`config.mk`:
```
export PLATFORM = sky130hd
export DESIGN_NAME = decode
export DESIGN_NICKNAME = d
export VERILOG_FILES = /design/src/rtl/decode_pkg.sv /design/src/rtl/decode_regfile.sv /design/src/rtl/decode.sv
export SDC_FILE = /design/constraint.sdc
export NUM_CORES = 2
export LEC_CHECK = 0
export BUFFER_PORTS_ARGS = -buffer_cell sky130_fd_sc_hd__buf_2
export CORE_MARGIN = 8
export CORE_UTILIZATION = 30
export CTS_BUF_LIST = sky130_fd_sc_hd__clkbuf_4 sky130_fd_sc_hd__clkbuf_8
export CTS_CLUSTER_SIZE = 14
export DETAILED_ROUTE_END_ITERATION = 10
export GPL_TIMING_DRIVEN = 0
export PLACE_DENSITY = 0.54
export REMOVE_ABC_BUFFERS = 1
export SLEW_MARGIN = 20
export SYNTH_ARGS = -nofsm -noshare
export SYNTH_HDL_FRONTEND = slang
export SYNTH_SLANG_ARGS = --single-unit
```
`constraint.sdc`:
```
create_clock -name clk -period 2.4 [get_ports clk]
set_input_delay 0 -clock clk [delete_from_list [all_inputs] [get_ports clk]]
set_output_delay 0 -clock clk [all_outputs]
set_load 0.02 [all_outputs]
```
`src/rtl/decode_pkg.sv`:
```
// Shared definitions for the decode stage: bus widths, d_to_e_bus field
// offsets, RV32I opcodes, ALU/memory-size encodings and immediate helpers.
package decode_pkg;

    // Fetch-to-decode and decode-to-execute bus widths
    localparam int F_TO_D_BUS_WD = 64;
    localparam int D_TO_E_BUS_WD = 151;

    // d_to_e_bus field LSB offsets
    localparam int BUS_PC_LSB       = 119;
    localparam int BUS_IMM_LSB      = 87;
    localparam int BUS_RS1_LSB      = 55;
    localparam int BUS_RS2_LSB      = 23;
    localparam int BUS_RD_LSB       = 18;
    localparam int BUS_RD_WE        = 17;
    localparam int BUS_ALU_OP_LSB   = 13;
    localparam int BUS_SRC1_IS_PC   = 12;
    localparam int BUS_SRC2_IS_IMM  = 11;
    localparam int BUS_MEM_RE       = 10;
    localparam int BUS_MEM_WE       = 9;
    localparam int BUS_MEM_SIZE_LSB = 7;
    localparam int BUS_MEM_UNSIGNED = 6;
    localparam int BUS_BR_TYPE_LSB  = 3;
    localparam int BUS_IS_JAL       = 2;
    localparam int BUS_IS_JALR      = 1;
    localparam int BUS_ILLEGAL      = 0;

    // RV32I major opcodes
    localparam logic [6:0] OPC_LUI      = 7'b0110111;
    localparam logic [6:0] OPC_AUIPC    = 7'b0010111;
    localparam logic [6:0] OPC_JAL      = 7'b1101111;
    localparam logic [6:0] OPC_JALR     = 7'b1100111;
    localparam logic [6:0] OPC_BRANCH   = 7'b1100011;
    localparam logic [6:0] OPC_LOAD     = 7'b0000011;
    localparam logic [6:0] OPC_STORE    = 7'b0100011;
    localparam logic [6:0] OPC_OP_IMM   = 7'b0010011;
    localparam logic [6:0] OPC_OP       = 7'b0110011;
    localparam logic [6:0] OPC_MISC_MEM = 7'b0001111;

    // ALU operation codes carried to execute
    localparam logic [3:0] ALU_OP_ADD  = 4'd0;
    localparam logic [3:0] ALU_OP_SUB  = 4'd1;
    localparam logic [3:0] ALU_OP_SLL  = 4'd2;
    localparam logic [3:0] ALU_OP_SLT  = 4'd3;
    localparam logic [3:0] ALU_OP_SLTU = 4'd4;
    localparam logic [3:0] ALU_OP_XOR  = 4'd5;
    localparam logic [3:0] ALU_OP_SRL  = 4'd6;
    localparam logic [3:0] ALU_OP_SRA  = 4'd7;
    localparam logic [3:0] ALU_OP_OR   = 4'd8;
    localparam logic [3:0] ALU_OP_AND  = 4'd9;
    localparam logic [3:0] ALU_OP_LUI  = 4'd10;

    // Memory access sizes (match funct3[1:0] of loads/stores)
    localparam logic [1:0] MEM_SIZE_B = 2'd0;
    localparam logic [1:0] MEM_SIZE_H = 2'd1;
    localparam logic [1:0] MEM_SIZE_W = 2'd2;

    // I-format immediate
    function automatic logic [31:0] imm_i(input logic [31:0] inst);
        return {{20{inst[31]}}, inst[31:20]};
    endfunction

    // S-format immediate
    function automatic logic [31:0] imm_s(input logic [31:0] inst);
        return {{20{inst[31]}}, inst[31:25], inst[11:7]};
    endfunction

    // B-format immediate, bit 0 always zero
    function automatic logic [31:0] imm_b(input logic [31:0] inst);
        return {{19{inst[31]}}, inst[31], inst[7], inst[30:25], inst[11:8], 1'b0};
    endfunction

    // U-format immediate
    function automatic logic [31:0] imm_u(input logic [31:0] inst);
        return {inst[31:12], 12'h000};
    endfunction

    // J-format immediate, bit 0 always zero
    function automatic logic [31:0] imm_j(input logic [31:0] inst);
        return {{11{inst[31]}}, inst[31], inst[19:12], inst[20], inst[30:21], 1'b0};
    endfunction

    // ALU op for OP / OP-IMM; alt selects SUB/SRA where the encoding allows it
    function automatic logic [3:0] alu_from_funct3(input logic [2:0] funct3, input logic alt);
        logic [3:0] op;
        case (funct3)
            3'd0:    op = alt ? ALU_OP_SUB : ALU_OP_ADD;
            3'd1:    op = ALU_OP_SLL;
            3'd2:    op = ALU_OP_SLT;
            3'd3:    op = ALU_OP_SLTU;
            3'd4:    op = ALU_OP_XOR;
            3'd5:    op = alt ? ALU_OP_SRA : ALU_OP_SRL;
            3'd6:    op = ALU_OP_OR;
            3'd7:    op = ALU_OP_AND;
            default: op = ALU_OP_ADD;
        endcase
        return op;
    endfunction

endpackage

```
`src/rtl/decode_regfile.sv`:
```
// 32x32 integer register file: two asynchronous read ports, one synchronous
// write port, x0 hardwired to zero, and write-through so a same-cycle
// writeback is visible to the instruction being decoded.
module decode_regfile
    import decode_pkg::*;
(
    input  logic        clk,
    input  logic        reset,
    input  logic [4:0]  raddr1,
    input  logic [4:0]  raddr2,
    output logic [31:0] rdata1,
    output logic [31:0] rdata2,
    input  logic        we,
    input  logic [4:0]  waddr,
    input  logic [31:0] wdata
);

    logic [31:0] regs_r [32];

    // Register array: cleared on reset, x0 never written
    always_ff @(posedge clk) begin
        if (reset) begin
            for (int i = 0; i < 32; i++) begin
                regs_r[i] <= 32'h0000_0000;
            end
        end else if (we && (waddr != 5'd0)) begin
            regs_r[waddr] <= wdata;
        end
    end

    // Read port 1 with x0 forcing and writeback bypass
    always_comb begin
        if (raddr1 == 5'd0) begin
            rdata1 = 32'h0000_0000;
        end else if (we && (waddr == raddr1)) begin
            rdata1 = wdata;
        end else begin
            rdata1 = regs_r[raddr1];
        end
    end

    // Read port 2 with x0 forcing and writeback bypass
    always_comb begin
        if (raddr2 == 5'd0) begin
            rdata2 = 32'h0000_0000;
        end else if (we && (waddr == raddr2)) begin
            rdata2 = wdata;
        end else begin
            rdata2 = regs_r[raddr2];
        end
    end

endmodule

```
`src/rtl/decode.sv`:
```
// Decode stage of the 5-stage RV32I pipeline. Holds one instruction from
// fetch, decodes it, reads its operands and issues it to execute once no
// older in-flight instruction still owes it a source register.
module decode
    import decode_pkg::*;
#(
    parameter logic [31:0] RESET_PC = 32'h0000_0000
) (
    input  logic                     clk,
    input  logic                     reset,
    input  logic                     fetch_valid_i,
    input  logic [F_TO_D_BUS_WD-1:0] f_to_d_bus,
    output logic                     stall_fetch,
    input  logic                     bj_taken_i,
    input  logic                     e_allowin_i,
    input  logic [4:0]               exe_dest_i,
    input  logic [4:0]               mem_dest_i,
    input  logic                     wb_we_i,
    input  logic [4:0]               wb_waddr_i,
    input  logic [31:0]              wb_wdata_i,
    output logic                     d_valid_o,
    output logic [D_TO_E_BUS_WD-1:0] d_to_e_bus
);

    logic        d_valid_r;
    logic [31:0] d_pc_r;
    logic [31:0] d_inst_r;

    logic [6:0]  opcode_s;
    logic [4:0]  rd_s;
    logic [2:0]  funct3_s;
    logic [4:0]  rs1_s;
    logic [4:0]  rs2_s;
    logic [6:0]  funct7_s;

    logic [31:0] imm_val_s;
    logic [3:0]  alu_op_s;
    logic        src1_is_pc_s;
    logic        src2_is_imm_s;
    logic        mem_re_raw_s;
    logic        mem_we_raw_s;
    logic [1:0]  mem_size_s;
    logic        mem_unsigned_s;
    logic [2:0]  br_type_s;
    logic        is_jal_s;
    logic        is_jalr_s;
    logic        illegal_s;
    logic        writes_rd_s;
    logic        use_rs1_s;
    logic        use_rs2_s;
    logic        rd_we_s;
    logic        mem_re_s;
    logic        mem_we_s;

    logic [31:0] rs1_data_s;
    logic [31:0] rs2_data_s;
    logic        rs1_hit_s;
    logic        rs2_hit_s;
    logic        hazard_s;
    logic        d_ready_s;
    logic        d_allowin_s;

    assign opcode_s = d_inst_r[6:0];
    assign rd_s     = d_inst_r[11:7];
    assign funct3_s = d_inst_r[14:12];
    assign rs1_s    = d_inst_r[19:15];
    assign rs2_s    = d_inst_r[24:20];
    assign funct7_s = d_inst_r[31:25];

    // Decode register: flush beats load, load only when the slot frees up
    always_ff @(posedge clk) begin
        if (reset) begin
            d_valid_r <= 1'b0;
            d_pc_r    <= RESET_PC;
            d_inst_r  <= 32'h0000_0000;
        end else if (bj_taken_i) begin
            d_valid_r <= 1'b0;
        end else if (d_allowin_s) begin
            d_valid_r <= fetch_valid_i;
            d_pc_r    <= f_to_d_bus[63:32];
            d_inst_r  <= f_to_d_bus[31:0];
        end else begin
            d_valid_r <= d_valid_r;
        end
    end

    // Instruction decode: immediates, control fields and legality
    always_comb begin
        imm_val_s      = 32'h0000_0000;
        alu_op_s       = ALU_OP_ADD;
        src1_is_pc_s   = 1'b0;
        src2_is_imm_s  = 1'b0;
        mem_re_raw_s   = 1'b0;
        mem_we_raw_s   = 1'b0;
        mem_size_s     = MEM_SIZE_B;
        mem_unsigned_s = 1'b0;
        br_type_s      = 3'd0;
        is_jal_s       = 1'b0;
        is_jalr_s      = 1'b0;
        illegal_s      = 1'b0;
        writes_rd_s    = 1'b0;
        use_rs1_s      = 1'b0;
        use_rs2_s      = 1'b0;
        case (opcode_s)
            OPC_LUI: begin
                imm_val_s     = imm_u(d_inst_r);
                alu_op_s      = ALU_OP_LUI;
                src2_is_imm_s = 1'b1;
                writes_rd_s   = 1'b1;
            end
            OPC_AUIPC: begin
                imm_val_s     = imm_u(d_inst_r);
                src1_is_pc_s  = 1'b1;
                src2_is_imm_s = 1'b1;
                writes_rd_s   = 1'b1;
            end
            OPC_JAL: begin
                imm_val_s     = imm_j(d_inst_r);
                src1_is_pc_s  = 1'b1;
                src2_is_imm_s = 1'b1;
                is_jal_s      = 1'b1;
                writes_rd_s   = 1'b1;
            end
            OPC_JALR: begin
                imm_val_s     = imm_i(d_inst_r);
                src2_is_imm_s = 1'b1;
                is_jalr_s     = 1'b1;
                writes_rd_s   = 1'b1;
                use_rs1_s     = 1'b1;
                illegal_s     = (funct3_s != 3'd0);
            end
            OPC_BRANCH: begin
                imm_val_s = imm_b(d_inst_r);
                br_type_s = funct3_s;
                use_rs1_s = 1'b1;
                use_rs2_s = 1'b1;
                illegal_s = (funct3_s[2:1] == 2'b01);
            end
            OPC_LOAD: begin
                imm_val_s      = imm_i(d_inst_r);
                src2_is_imm_s  = 1'b1;
                mem_re_raw_s   = 1'b1;
                mem_size_s     = funct3_s[1:0];
                mem_unsigned_s = funct3_s[2];
                writes_rd_s    = 1'b1;
                use_rs1_s      = 1'b1;
                illegal_s      = (funct3_s[1:0] == 2'b11) || (funct3_s[2] && funct3_s[1]);
            end
            OPC_STORE: begin
                imm_val_s     = imm_s(d_inst_r);
                src2_is_imm_s = 1'b1;
                mem_we_raw_s  = 1'b1;
                mem_size_s    = funct3_s[1:0];
                use_rs1_s     = 1'b1;
                use_rs2_s     = 1'b1;
                illegal_s     = funct3_s[2] || (funct3_s[1:0] == 2'b11);
            end
            OPC_OP_IMM: begin
                imm_val_s     = imm_i(d_inst_r);
                src2_is_imm_s = 1'b1;
                writes_rd_s   = 1'b1;
                use_rs1_s     = 1'b1;
                alu_op_s      = alu_from_funct3(funct3_s, (funct3_s == 3'd5) && funct7_s[5]);
                if (funct3_s == 3'd1) begin
                    illegal_s = (funct7_s != 7'b0000000);
                end else if (funct3_s == 3'd5) begin
                    illegal_s = (funct7_s != 7'b0000000) && (funct7_s != 7'b0100000);
                end else begin
                    illegal_s = 1'b0;
                end
            end
            OPC_OP: begin
                writes_rd_s = 1'b1;
                use_rs1_s   = 1'b1;
                use_rs2_s   = 1'b1;
                alu_op_s    = alu_from_funct3(funct3_s, funct7_s[5]);
                if (funct7_s == 7'b0000000) begin
                    illegal_s = 1'b0;
                end else if (funct7_s == 7'b0100000) begin
                    illegal_s = (funct3_s != 3'd0) && (funct3_s != 3'd5);
                end else begin
                    illegal_s = 1'b1;
                end
            end
            OPC_MISC_MEM: begin
                // FENCE has no effect on an in-order single-issue core
                illegal_s = 1'b0;
            end
            default: begin
                illegal_s = 1'b1;
            end
        endcase
    end

    // Side effects are suppressed for illegal encodings and x0 destinations
    assign rd_we_s  = writes_rd_s && !illegal_s && (rd_s != 5'd0);
    assign mem_re_s = mem_re_raw_s && !illegal_s;
    assign mem_we_s = mem_we_raw_s && !illegal_s;

    decode_regfile u_regfile (
        .clk    (clk),
        .reset  (reset),
        .raddr1 (rs1_s),
        .raddr2 (rs2_s),
        .rdata1 (rs1_data_s),
        .rdata2 (rs2_data_s),
        .we     (wb_we_i),
        .waddr  (wb_waddr_i),
        .wdata  (wb_wdata_i)
    );

    // RAW interlock against execute and memory; writeback is bypassed in the regfile
    assign rs1_hit_s = use_rs1_s && (rs1_s != 5'd0) && ((rs1_s == exe_dest_i) || (rs1_s == mem_dest_i));
    assign rs2_hit_s = use_rs2_s && (rs2_s != 5'd0) && ((rs2_s == exe_dest_i) || (rs2_s == mem_dest_i));
    assign hazard_s  = d_valid_r && (rs1_hit_s || rs2_hit_s);

    assign d_ready_s   = !hazard_s;
    assign d_allowin_s = !d_valid_r || (d_ready_s && e_allowin_i);
    assign d_valid_o   = d_valid_r && d_ready_s && !bj_taken_i;
    assign stall_fetch = !d_allowin_s && !bj_taken_i;

    assign d_to_e_bus[BUS_PC_LSB +: 32]      = d_pc_r;
    assign d_to_e_bus[BUS_IMM_LSB +: 32]     = imm_val_s;
    assign d_to_e_bus[BUS_RS1_LSB +: 32]     = rs1_data_s;
    assign d_to_e_bus[BUS_RS2_LSB +: 32]     = rs2_data_s;
    assign d_to_e_bus[BUS_RD_LSB +: 5]       = rd_s;
    assign d_to_e_bus[BUS_RD_WE]             = rd_we_s;
    assign d_to_e_bus[BUS_ALU_OP_LSB +: 4]   = alu_op_s;
    assign d_to_e_bus[BUS_SRC1_IS_PC]        = src1_is_pc_s;
    assign d_to_e_bus[BUS_SRC2_IS_IMM]       = src2_is_imm_s;
    assign d_to_e_bus[BUS_MEM_RE]            = mem_re_s;
    assign d_to_e_bus[BUS_MEM_WE]            = mem_we_s;
    assign d_to_e_bus[BUS_MEM_SIZE_LSB +: 2] = mem_size_s;
    assign d_to_e_bus[BUS_MEM_UNSIGNED]      = mem_unsigned_s;
    assign d_to_e_bus[BUS_BR_TYPE_LSB +: 3]  = br_type_s;
    assign d_to_e_bus[BUS_IS_JAL]            = is_jal_s;
    assign d_to_e_bus[BUS_IS_JALR]           = is_jalr_s;
    assign d_to_e_bus[BUS_ILLEGAL]           = illegal_s;

endmodule

```
==> flow_summary.toml <==
[setup_path]
cp.arrival_ns = 3.63
rrSetupSlack_ns = -0.20
end_kind = "output port"
worstReg2RegStart = "d_inst_r[22]"
cp_slowest_cell = "mux4_2"
cpLargestDelayFamily = "multiplexers"
cp_data_required_time_ns = 2.40
critical_path_peak_fanout = 7
critPathKind = "reg2out"
cp_num_buf_inv = 7
start_kind = "register"
crit_path_max_incr_delay_ns = 0.54
critPathMostFrequentCell = "buf_16"
cp_cell_sequence = "buf_16, buf_16, buf_16, buf_16, buf_16, buf_12, mux4_2, mux4_2, mux2i_2, a211oi_2, buf_4"
worst-path-stages = 11
ff2ff_path_depth = 10
timing.rr.end = "d_pc_r[16]"

[sta]
period_needed_ns = 3.63
max_slew_margin_pct = 38.6
worst_slack_ns = -1.23
fin_skew_ns = 0.0510
slew_violations = 0
tightest_slew_ns = 0.919
max_freq_ghz = 0.276
whs_ns = 0.0837
hold_violations = 0
setup_viol = 256
rsz0062_at_grt = "true"
fin_crit_sh_pct = 151

[global_routing]
first_global_vias = 40697
track_usage_pct = 21.6
grt_antenna_before_repair = 23
grt_max_degree = 71
grt-ovfl-total = 0
grt_first_pass_wirelength_um = 323000

[synth]
syn_area_per_cell_sq_um = 15.5
syn_inst = 3811
synth_area_leader_cell = "edfxtp_1"
yosys-top-cells-area = "edfxtp_1 52%, mux4_2 24%, and2_1 11%"
yosysSeqAreaShare_pct = 54.5
yosys-top-cells-count = "1,024 x edfxtp_1, 1,006 x and2_1, 640 x mux4_2"
async_flop_share_pct = 0
ys_warn_count = 0
yosys.area.top_type_share_pct = 52.0
synth_edf_count = 1024
synth_most_common_cell = "edfxtp_1"
ys_ff_latch = 1099
synth_flop_cell = "edfxtp_1"
synth_cell_types = 50
synth_area_sq_um = 59100

[pwr]
power_leakage_nw = 26.5
power_mw = 49.1
ir_drop_uv = 457
power_density_nw_per_um2 = 636

[hold_path]
hold_depth = 4
min_to = "u_regfile.regs_r[8][19]"
min_path_type = "in2reg"
hp-start = "wb_waddr_i[4]"

[layout]
nets = 4611
area_growth_pct = 30.6
fin_util_pct = 39.3
fin_cells = 7299
regArea_sq_um = 32300
multi_input_area_sq_um = 26600
drive_above_1_share_pct = 39.4
fillerInstances = 17935

[drt]
via_per_inst = 5.52
wirelength_um = 239000
avgRoutedWirePerCell_um = 32.8
vias = 40311
ant_nets = 0
first_pass_iters = 5
drc = 0
drtIter0Drc = 5139

[clocking]
root_buffer = "clkbuf_8"
cts_sinks = 1099
clkTransAtPathRegs_ns = 0.07
clk_path_buf_depth = 3
clkLatencyLatePin_ns = 0.94
htree_levels = 4
cts_made_buffers = 187
cts_tree = "built"

[floorplan]
die_area_sq_um = 212000
io_pins = 270
die_x_um = 460
fp.dieH_um = 460
initial_core_util_pct = 30.1
std_cell_rows = 163
core_sq_um = 197000

[flow_run]
maxCapViolCount = 0

[placed_design]
portBuffers = 269
place_inst = 6468
gp_congestion = 0.822
place_hpwl_um = 142000

[run_status]
failed_checks = "setup timing"
status = "complete, but fails checks"
[per-stage QoR]
stage	setup TNS, ns	setup WS, ns	instance area (sq um)
3_5_place_dp	-1316.27	-1.52	65900
4_1_cts	-91.90	-1.33	75900
2_1_floorplan	-811.46	-9.79	57400
3_3_place_gp	-	-17.09	62100
6_report	-95.67	-1.23	77200
5_1_grt	-105.01	-1.33	77200
[cell type report]
class                           count  area share, %
Antenna cell                       18         0.0583
Clock buffer                      251           4.01
Clock inverter                     85          0.713
Inverter                            6         0.0373
Multi-Input combinational cell   2315           34.4
Sequential cell                  1099           41.9
Tap cell                         2640           4.28
Timing Repair Buffer              885           14.7
[flip-flops by register name (all words and copies together), names as in the netlist, named ones only]
name,count
d_inst_r,32
d_pc_r,32
d_valid_r,1
u_regfile.regs_r,1024
[logic make-up after synthesis]
family                    after synthesis  share of synthesized area (%)
AOI/OAI and AO/OA                     158                           1.69
xor gates and xnor gates               30                          0.444
buffers and inverters                 432                           3.09
DFF                                  1099                           54.5
muxes                                 779                           26.7
other                                   1                        0.00634
and+or+nand+nor                      1312                           13.5
[metal layers]
metal  share of wire (%)  vias up  global-route usage, %
met3                 9.6      482                   4.58
met4                 4.2        0                   7.72
met2                  47     2478                   35.3
li1                    -    15995                      -
met5                   0        -                      0
met1                  39    21356                   28.5
[tightest hold or removal path, delay by kind of cell]
kind / cells / cell delay, ns
buf+inv: 1 / 0.25
simple gates: 3 / 0.58
[worst max path at each step]
stage / start / endpoint / slack [ns]
5_1_grt: register / d_to_e_bus[28] / -1.33
3_5_place_dp: register / d_to_e_bus[27] / -1.52
3_3_place_gp: register / d_to_e_bus[34] / -17.09
4_1_cts: register / d_to_e_bus[48] / -1.33
6_report: register / d_to_e_bus[44] / -1.23
2_1_floorplan: register / d_to_e_bus[23] / -9.79
[cell usage in the layout (no fill, tap or decap), drive strengths merged, types with 12 or more instances in the layout]
| cell | instances |
|---|---|
| dlygate4sd3 | 237 |
| a21o | 21 |
| nand2 | 12 |
| diode | 18 |
| clkinv | 71 |
| a21oi | 42 |
| mux2i | 139 |
| edfxtp | 1024 |
| nand2b | 132 |
| clkbuf | 256 |
| mux4 | 640 |
| o21ai | 44 |
| conb | 32 |
| dfxtp | 75 |
| inv | 13 |
| and2 | 1007 |
| or2 | 33 |
| nor2 | 87 |
| xor2 | 28 |
| buf | 635 |
| a211oi | 35 |
[where the power goes]
group / internal (mW) / switching [mW]
combinational: 4.52 / 4.72
sequential: 22.0 / 0.671
clock: 8.76 / 8.48
total: 35.3 / 13.9
[what timing repair did]
action | CTS | global route
setup endpoints to repair | 466 | 318
hold buffers | 239 | 2
pin swaps | 55 | 60
hold endpoints to repair | 1099 | 9
setup buffers | 115 | 81
gates cloned | 54 | 7
resized for setup | 357 | 246
No activity file was read; power rests on OpenSTA's default activity.
